<file path="config.mk">
export PLATFORM = sky130hd
export DESIGN_NAME = clk_div_sel_ctrl_flat
export DESIGN_NICKNAME = d
export VERILOG_FILES = /design/src/rtl/clk_div_pkg.sv /design/src/rtl/clk_div_sel_ctrl_if.sv /design/src/rtl/clk_div_sel_ctrl_div_counter.sv /design/src/rtl/clk_div_sel_ctrl.sv /design/src/flat_wrapper.sv
export SDC_FILE = /design/constraint.sdc
export NUM_CORES = 1
export LEC_CHECK = 0
export CORE_ASPECT_RATIO = 0.75
export CORE_MARGIN = 3
export CORE_UTILIZATION = 55
export DETAILED_ROUTE_END_ITERATION = 7
export DONT_BUFFER_PORTS = 1
export GPL_TIMING_DRIVEN = 0
export PLACE_DENSITY = 0.79
export SETUP_SLACK_MARGIN = 0.3
export SYNTH_ARGS = -nofsm -noshare
export SYNTH_HDL_FRONTEND = slang
export SYNTH_SLANG_ARGS = --single-unit
</file>
<file path="constraint.sdc">
create_clock -name clk_in -period 6.87 [get_ports clk_in]
set_clock_uncertainty 0.15 [all_clocks]
set_input_delay 1.374 -clock clk_in [delete_from_list [all_inputs] [get_ports clk_in]]
set_output_delay 1.374 -clock clk_in [all_outputs]
set_load 0.005 [all_outputs]
</file>
<file path="src/rtl/clk_div_pkg.sv">
// Shared definitions for the glitch-free selectable clock divider:
// sizing, FSM state encoding and counter boundary helpers.
package clk_div_pkg;

    localparam int NUM_STAGES = 22;
    localparam int SEL_W      = 5;

    typedef enum logic [1:0] {
        ST_STOP   = 2'd0,
        ST_RUN    = 2'd1,
        ST_SWITCH = 2'd2
    } state_e;

    // True when cnt[m:0] is all ones, i.e. the next increment zeroes taps 0..m.
    function automatic logic at_boundary(input logic [NUM_STAGES-1:0] cnt,
                                         input logic [SEL_W-1:0]      m);
        logic [NUM_STAGES-1:0] mask;
        mask = {NUM_STAGES{1'b1}} >> (NUM_STAGES - 1 - int'(m));
        return ((cnt & mask) == mask);
    endfunction

    function automatic logic [SEL_W-1:0] sel_max(input logic [SEL_W-1:0] a,
                                                 input logic [SEL_W-1:0] b);
        return (a > b) ? a : b;
    endfunction

endpackage

</file>
<file path="src/rtl/clk_div_sel_ctrl_if.sv">
// Tap-select request channel: valid/ready handshake plus discard-error pulse.
interface clk_div_sel_ctrl_if;
    import clk_div_pkg::*;

    logic             sel_valid;
    logic [SEL_W-1:0] sel_data;
    logic             sel_ready;
    logic             sel_err;

    modport master (output sel_valid, output sel_data, input sel_ready, input sel_err);
    modport slave  (input sel_valid, input sel_data, output sel_ready, output sel_err);

endinterface

</file>
<file path="src/rtl/clk_div_sel_ctrl_div_counter.sv">
// Free-running divider counter; every bit k is the f/2^(k+1) tap.
// cnt_next is exported so output flops can look one edge ahead.
module div_counter
    import clk_div_pkg::*;
(
    input  logic                  clk,
    input  logic                  rst,
    input  logic                  en,
    input  logic                  clr,
    output logic [NUM_STAGES-1:0] cnt,
    output logic [NUM_STAGES-1:0] cnt_next
);

    logic [NUM_STAGES-1:0] cnt_r;

    // Next-count selection: clear wins over increment.
    always_comb begin
        if (clr) begin
            cnt_next = {NUM_STAGES{1'b0}};
        end else if (en) begin
            cnt_next = cnt_r + {{(NUM_STAGES-1){1'b0}}, 1'b1};
        end else begin
            cnt_next = cnt_r;
        end
    end

    // Counter register.
    always_ff @(posedge clk) begin
        if (rst) begin
            cnt_r <= {NUM_STAGES{1'b0}};
        end else begin
            cnt_r <= cnt_next;
        end
    end

    assign cnt = cnt_r;

endmodule

</file>
<file path="src/rtl/clk_div_sel_ctrl.sv">
// Selectable divided-clock generator: one counter, registered tap output,
// tap changes and stops only at counter boundaries where both taps are low.
module clk_div_sel_ctrl
    import clk_div_pkg::*;
(
    input  logic              clk_in,
    input  logic              rst,
    input  logic              run,
    clk_div_sel_ctrl_if.slave sel_if,
    output logic [SEL_W-1:0]  active_sel,
    output logic              clk_out,
    output logic              tick_out,
    output logic              busy
);

    state_e                state_r;
    state_e                state_next_s;
    logic [SEL_W-1:0]      active_sel_r;
    logic [SEL_W-1:0]      sel_next_s;
    logic [SEL_W-1:0]      pend_sel_r;
    logic [SEL_W-1:0]      pend_next_s;
    logic [NUM_STAGES-1:0] cnt_s;
    logic [NUM_STAGES-1:0] cnt_next_s;
    logic                  sel_ready_r;
    logic                  sel_err_r;
    logic                  clk_out_r;
    logic                  tick_out_r;
    logic                  busy_r;
    logic                  hs_s;
    logic                  sel_in_range_s;
    logic                  req_ok_s;
    logic                  err_next_s;
    logic                  cnt_en_s;
    logic                  cnt_clr_s;
    logic                  out_bit_s;

    assign hs_s           = sel_if.sel_valid & sel_ready_r;
    assign sel_in_range_s = (sel_if.sel_data < SEL_W'(NUM_STAGES));
    assign req_ok_s       = hs_s & sel_in_range_s;
    assign err_next_s     = hs_s & ~sel_in_range_s;

    // Next-state, next-tap and pending-tap decode.
    always_comb begin
        state_next_s = state_r;
        sel_next_s   = active_sel_r;
        pend_next_s  = pend_sel_r;
        case (state_r)
            ST_STOP: begin
                if (req_ok_s) begin
                    sel_next_s = sel_if.sel_data;
                end else begin
                    sel_next_s = active_sel_r;
                end
                if (run) begin
                    state_next_s = ST_RUN;
                end else begin
                    state_next_s = ST_STOP;
                end
            end
            ST_RUN: begin
                if (req_ok_s && (sel_if.sel_data != active_sel_r)) begin
                    pend_next_s  = sel_if.sel_data;
                    state_next_s = ST_SWITCH;
                end else if (!run && at_boundary(cnt_s, active_sel_r)) begin
                    state_next_s = ST_STOP;
                end else begin
                    state_next_s = ST_RUN;
                end
            end
            ST_SWITCH: begin
                // Wait for the slower tap's boundary so both taps restart low together.
                if (at_boundary(cnt_s, sel_max(active_sel_r, pend_sel_r))) begin
                    sel_next_s   = pend_sel_r;
                    state_next_s = run ? ST_RUN : ST_STOP;
                end else begin
                    state_next_s = ST_SWITCH;
                end
            end
            default: begin
                state_next_s = ST_STOP;
                sel_next_s   = {SEL_W{1'b0}};
            end
        endcase
    end

    assign cnt_en_s  = (state_next_s != ST_STOP);
    assign cnt_clr_s = (state_r != ST_STOP) && (state_next_s == ST_STOP);
    assign out_bit_s = cnt_next_s[sel_next_s];

    div_counter u_div_counter (
        .clk      (clk_in),
        .rst      (rst),
        .en       (cnt_en_s),
        .clr      (cnt_clr_s),
        .cnt      (cnt_s),
        .cnt_next (cnt_next_s)
    );

    // FSM state and registered outputs, all updated from next-edge values.
    always_ff @(posedge clk_in) begin
        if (rst) begin
            state_r      <= ST_STOP;
            active_sel_r <= {SEL_W{1'b0}};
            pend_sel_r   <= {SEL_W{1'b0}};
            clk_out_r    <= 1'b0;
            tick_out_r   <= 1'b0;
            sel_err_r    <= 1'b0;
            busy_r       <= 1'b0;
            sel_ready_r  <= 1'b1;
        end else begin
            state_r      <= state_next_s;
            active_sel_r <= sel_next_s;
            pend_sel_r   <= pend_next_s;
            clk_out_r    <= out_bit_s;
            tick_out_r   <= out_bit_s & ~clk_out_r & (state_next_s != ST_STOP);
            sel_err_r    <= err_next_s;
            busy_r       <= (state_next_s != ST_STOP);
            sel_ready_r  <= (state_next_s != ST_SWITCH);
        end
    end

    assign active_sel       = active_sel_r;
    assign clk_out          = clk_out_r;
    assign tick_out         = tick_out_r;
    assign busy             = busy_r;
    assign sel_if.sel_ready = sel_ready_r;
    assign sel_if.sel_err   = sel_err_r;

endmodule

</file>
<file path="src/flat_wrapper.sv">
// flat-port wrapper written by rule: the top's interface ports become plain ports
module clk_div_sel_ctrl_flat import clk_div_pkg::*;
  (clk_in, rst, run, active_sel, clk_out, tick_out, busy, sel_if_sel_valid, sel_if_sel_data, sel_if_sel_ready, sel_if_sel_err);
  clk_div_sel_ctrl_if sel_if_i ();
  input  logic clk_in;
  input  logic rst;
  input  logic run;
  output logic [SEL_W-1:0] active_sel;
  output logic clk_out;
  output logic tick_out;
  output logic busy;
  input wire logic [$bits(sel_if_i.sel_valid)-1:0] sel_if_sel_valid;
  input wire logic [$bits(sel_if_i.sel_data)-1:0] sel_if_sel_data;
  output wire logic [$bits(sel_if_i.sel_ready)-1:0] sel_if_sel_ready;
  output wire logic [$bits(sel_if_i.sel_err)-1:0] sel_if_sel_err;
  assign sel_if_i.sel_valid = sel_if_sel_valid;
  assign sel_if_i.sel_data = sel_if_sel_data;
  assign sel_if_sel_ready = sel_if_i.sel_ready;
  assign sel_if_sel_err = sel_if_i.sel_err;
  clk_div_sel_ctrl u_core (.clk_in(clk_in), .rst(rst), .run(run), .sel_if(sel_if_i), .active_sel(active_sel), .clk_out(clk_out), .tick_out(tick_out), .busy(busy));
endmodule
</file>
==> flow_metrics.env <==
export IMPL_end_kind="register"
export IMPL_path_class="reg2reg"
export IMPL_r2r_start="u_core.active_sel[0]$_SDFF_PP0_"
export IMPL_tritoncts="yes"
export IMPL_synthSimpleGateAreaFrac_pct=24.8
export IMPL_p_comb_share_pct=46.0
export IMPL_min_path_type="reg2reg"
export IMPL_p_leak_uw=0.00139
export IMPL_drc=0
export IMPL_ys_warn_count=0
export IMPL_start_kind="register"
export IMPL_slew_viol_final=0
export IMPL_crit_required_ns=6.88
export IMPL_cp_arrival_ns=6.36
export IMPL_firstDrtPassIters=7
export IMPL_place_inst=564
export IMPL_cts_buffers=5
export IMPL_synth_compound_area_share_pct=34.6
export IMPL_cp_max_fo=10
export IMPL_syn_num_nets=503
export IMPL_switching_power_uw=325
export IMPL_synth_area_per_cell_um2=7.46
export IMPL_grt_max_degree=13
export IMPL_synth_xor_area_share_pct=4.35
export IMPL_ir_drop_mv=0.123
export IMPL_place_area_um2=3720
export IMPL_die_width_um=99.8
export IMPL_drive_above_1_share_pct=7.29
export IMPL_finalSetupTns_ns=0
export IMPL_power_density_nw_per_um2=197
export IMPL_fp_dieArea_um2=7610
export IMPL_timing_final_crit_share_pct=92.4
export IMPL_synth_fa_ha_area_share_pct=2.76
export IMPL_antenna_found_initial=0
export IMPL_clockBufferDepth=2
export IMPL_p_seq_share_pct=32.8
export IMPL_status="completed"
export IMPL_grt_pass1_wl_um=19500
export IMPL_rows=24
export IMPL_intPower_uw=428
export IMPL_rsz0062_at_grt="false"
export IMPL_path_clk_slew_ns=0.08
export IMPL_period_minus_slack_ns=6.35
export IMPL_yosys_cell_types_count=74
export IMPL_swShare_pct=43.1
export IMPL_synth_cells=486
export IMPL_drtIter0Drc=515
export IMPL_synth_cell_area_um2=3630
export IMPL_maxCapViolations=0
export IMPL_initial_utilization_pct=59.5
export IMPL_synthMuxAreaShare_pct=6.11
export IMPL_hold_start="u_core.clk_out$_SDFF_PP0_"
export IMPL_antennaDiodeCount=0
export IMPL_grt_usage_pct=31.7
export IMPL_slew_headroom_pct=32.9
export IMPL_max_freq_mhz=157
export IMPL_worst_pin_slew_ns=0.999
export IMPL_final_setup_viol_count=0
export IMPL_htree_levels=2
export IMPL_io_buffers=0
export IMPL_p_total_uw=753
export IMPL_synth_edf_count=0
export IMPL_num_vias=4006
export IMPL_final_area_um2=3820
export IMPL_synthArstFlopShare_pct=0
export IMPL_timing_hold_violations_final=0
export IMPL_cts_root_buf="clkbuf_8"
export IMPL_grt_pass1_vias=3720
export IMPL_core_um2=6100
export IMPL_fp_dieH_um=76.3
export IMPL_cts_sinks=39
export IMPL_dpl_hpwl_um=9160
export IMPL_gp_congestion=0.970
export IMPL_ys_seq_area_share_pct=21.5
export IMPL_avgRoutedWirePerCell_um=21.4
export IMPL_grt_ovfl_total=0
export IMPL_startpoint="u_core.active_sel[0]$_SDFF_PP0_"
export IMPL_io_pins=19
export IMPL_vias_per_cell=7.00
export IMPL_fin_nets=510
export IMPL_stdcell_count=572
export IMPL_clock_latency_ns=0.30
export IMPL_synth_top_family_by_area="compound AO/OA/AOI/OAI gates"
export IMPL_syn2layout_area_growth_pct=5.31
export IMPL_yosys_register_bits=39
export IMPL_routed_wl_um=12200
export IMPL_ant_nets=0
export IMPL_ys_flop_type="dfxtp_1"
export IMPL_p_clk_share_pct=21.1
-- per-stage QoR --
step | utilization, % | hold WS [ns] | setup WS, ns
floorplan | - | 0.342 | 1.72
global placement | 61.1 | 0.373 | 0.722
detailed placement | 61.1 | 0.376 | 0.727
CTS | 62.5 | 0.392 | 0.668
global route | 62.6 | 0.448 | 0.349
finish | 62.6 | 0.379 | 0.520
-- flip-flops by register name, indices dropped and copies added (netlist names) --
| register | count |
|---|---|
| u_core.u_div_counter.cnt | 22 |
| u_core.active_sel | 5 |
| u_core.pend_sel_r | 5 |
| u_core.state_r | 2 |
| u_core.busy | 1 |
| u_core.clk_out | 1 |
| u_core.sel_if.sel_err | 1 |
| u_core.sel_if.sel_ready | 1 |
| u_core.tick_out | 1 |
-- cells in the mapped netlist, drive strengths merged, types with 2 or more instances --
master,number,share of area (%)
xor2,9,2.2
o32a,2,0.55
o21a,4,0.83
o2111ai,8,1.9
nand2,34,3.6
dfxtp,39,22
o22ai,6,1.0
a21o,2,0.41
nor3,14,1.9
o2bb2ai,4,0.97
nor2,59,6.1
nor4,7,2.0
o31ai,5,1.8
o21ai,42,6.3
nand3,14,2.1
a22oi,7,1.4
xnor2,9,2.2
buf,8,1.1
o211ai,5,1.0
nor3b,3,0.62
a31oi,11,2.3
nand4b,3,0.72
a211oi,10,2.4
a221oi,3,0.72
o21bai,2,0.41
or3,3,0.52
mux2i,18,5.1
and2,5,0.86
a311oi,5,1.2
o211a,3,1.0
nand2b,8,1.4
a22o,2,0.48
ha,8,2.8
o32ai,4,0.97
mux2,3,1.0
a21oi,27,3.7
nand4,6,1.0
a21boi,3,0.93
clkbuf,19,2.0
o31a,4,0.97
inv,26,2.7
nor2b,7,1.2
and3,10,1.8
-- power groups by stage --
stage	sequential (uW)	clock [uW]	combinational, uW
after floorplan	249	0	261
after global placement	252	0	326
after detailed placement	252	0	330
after CTS	247	162	332
after global routing	249	172	371
final	247	159	347
-- worst max-delay path, stage by stage (launching register included) --
cell and delay (ns):
dfxtp_1 0.37, buf_2 0.31, inv_1 0.22, ha_1 0.32, and4_1 0.23, nand2_2 0.15, a21boi_4 0.40, mux2i_4 0.41
inv_1 0.08, ha_1 0.24, nor2_1 0.26, mux2i_1 0.12, a21oi_1 0.39, nand4b_1 0.15, a22oi_1 0.41, nor3_1 0.13
o22ai_1 0.55, o21ai_0 0.19, xor2_1 0.27, o32a_1 0.21, a21oi_1 0.07, o21ai_0 0.43, a31oi_1 0.15
-- per-layer routing --
layer  vias up  wire [um]  track usage [%]  share of wire, %
met5         -          0                0                 0
met4         0        388             9.69               3.2
met3        42       1660             8.14                14
met2       270       4930             44.7                40
met1      1849       5270             46.7                43
li1       1845          -                -                 -
-- layout by cell type, fill, tap and decap left out, drive strengths merged, types with 8 or more instances in the layout --
master	count
buf	8
inv	26
nand2	34
mux2i	18
xor2	9
nand3	14
dfxtp	39
a211oi	10
o21ai	42
ha	8
nor2	59
nor3	14
nand2b	8
a31oi	11
xnor2	9
a21oi	27
and3	10
o2111ai	8
clkbuf	25
-- logic make-up after synthesis --
group | count (synthesis)
AO/OA/AOI/OAI | 169
XOR/XNOR | 18
adder cells (fa/ha/maj) | 8
buffers and inverters | 54
flip-flops | 39
multiplexers | 21
AND/OR/NAND/NOR | 177
-- final timing paths --
kind / to / slack, ns / depth (start not counted)
hold / removal: u_core.tick_out$_SDFF_PP0_ / 0.38 / 2
setup reg to reg: u_core.clk_out$_SDFF_PP0_ / 0.52 / 22
setup / recovery: u_core.clk_out$_SDFF_PP0_ / 0.52 / 22
hold reg to reg: u_core.tick_out$_SDFF_PP0_ / 0.38 / 2
-- repair_timing --
action | 4_1_cts | 5_1_grt
buffers inserted | 0 | 0
hold buffers | 0 | 0
resized for setup | 0 | 3
setup endpoints to repair | 0 | 2
-- cell type report --
class | instances | area (um2)
multi-input combinational | 393 | 2640
fill | 569 | 2280
sequential | 39 | 781
buffer | 27 | 114
inverter | 27 | 101
tap | 78 | 97.6
clock buffer | 6 | 72.6
clock inverter | 2 | 12.5
No activity file was read; power rests on OpenSTA's default activity.
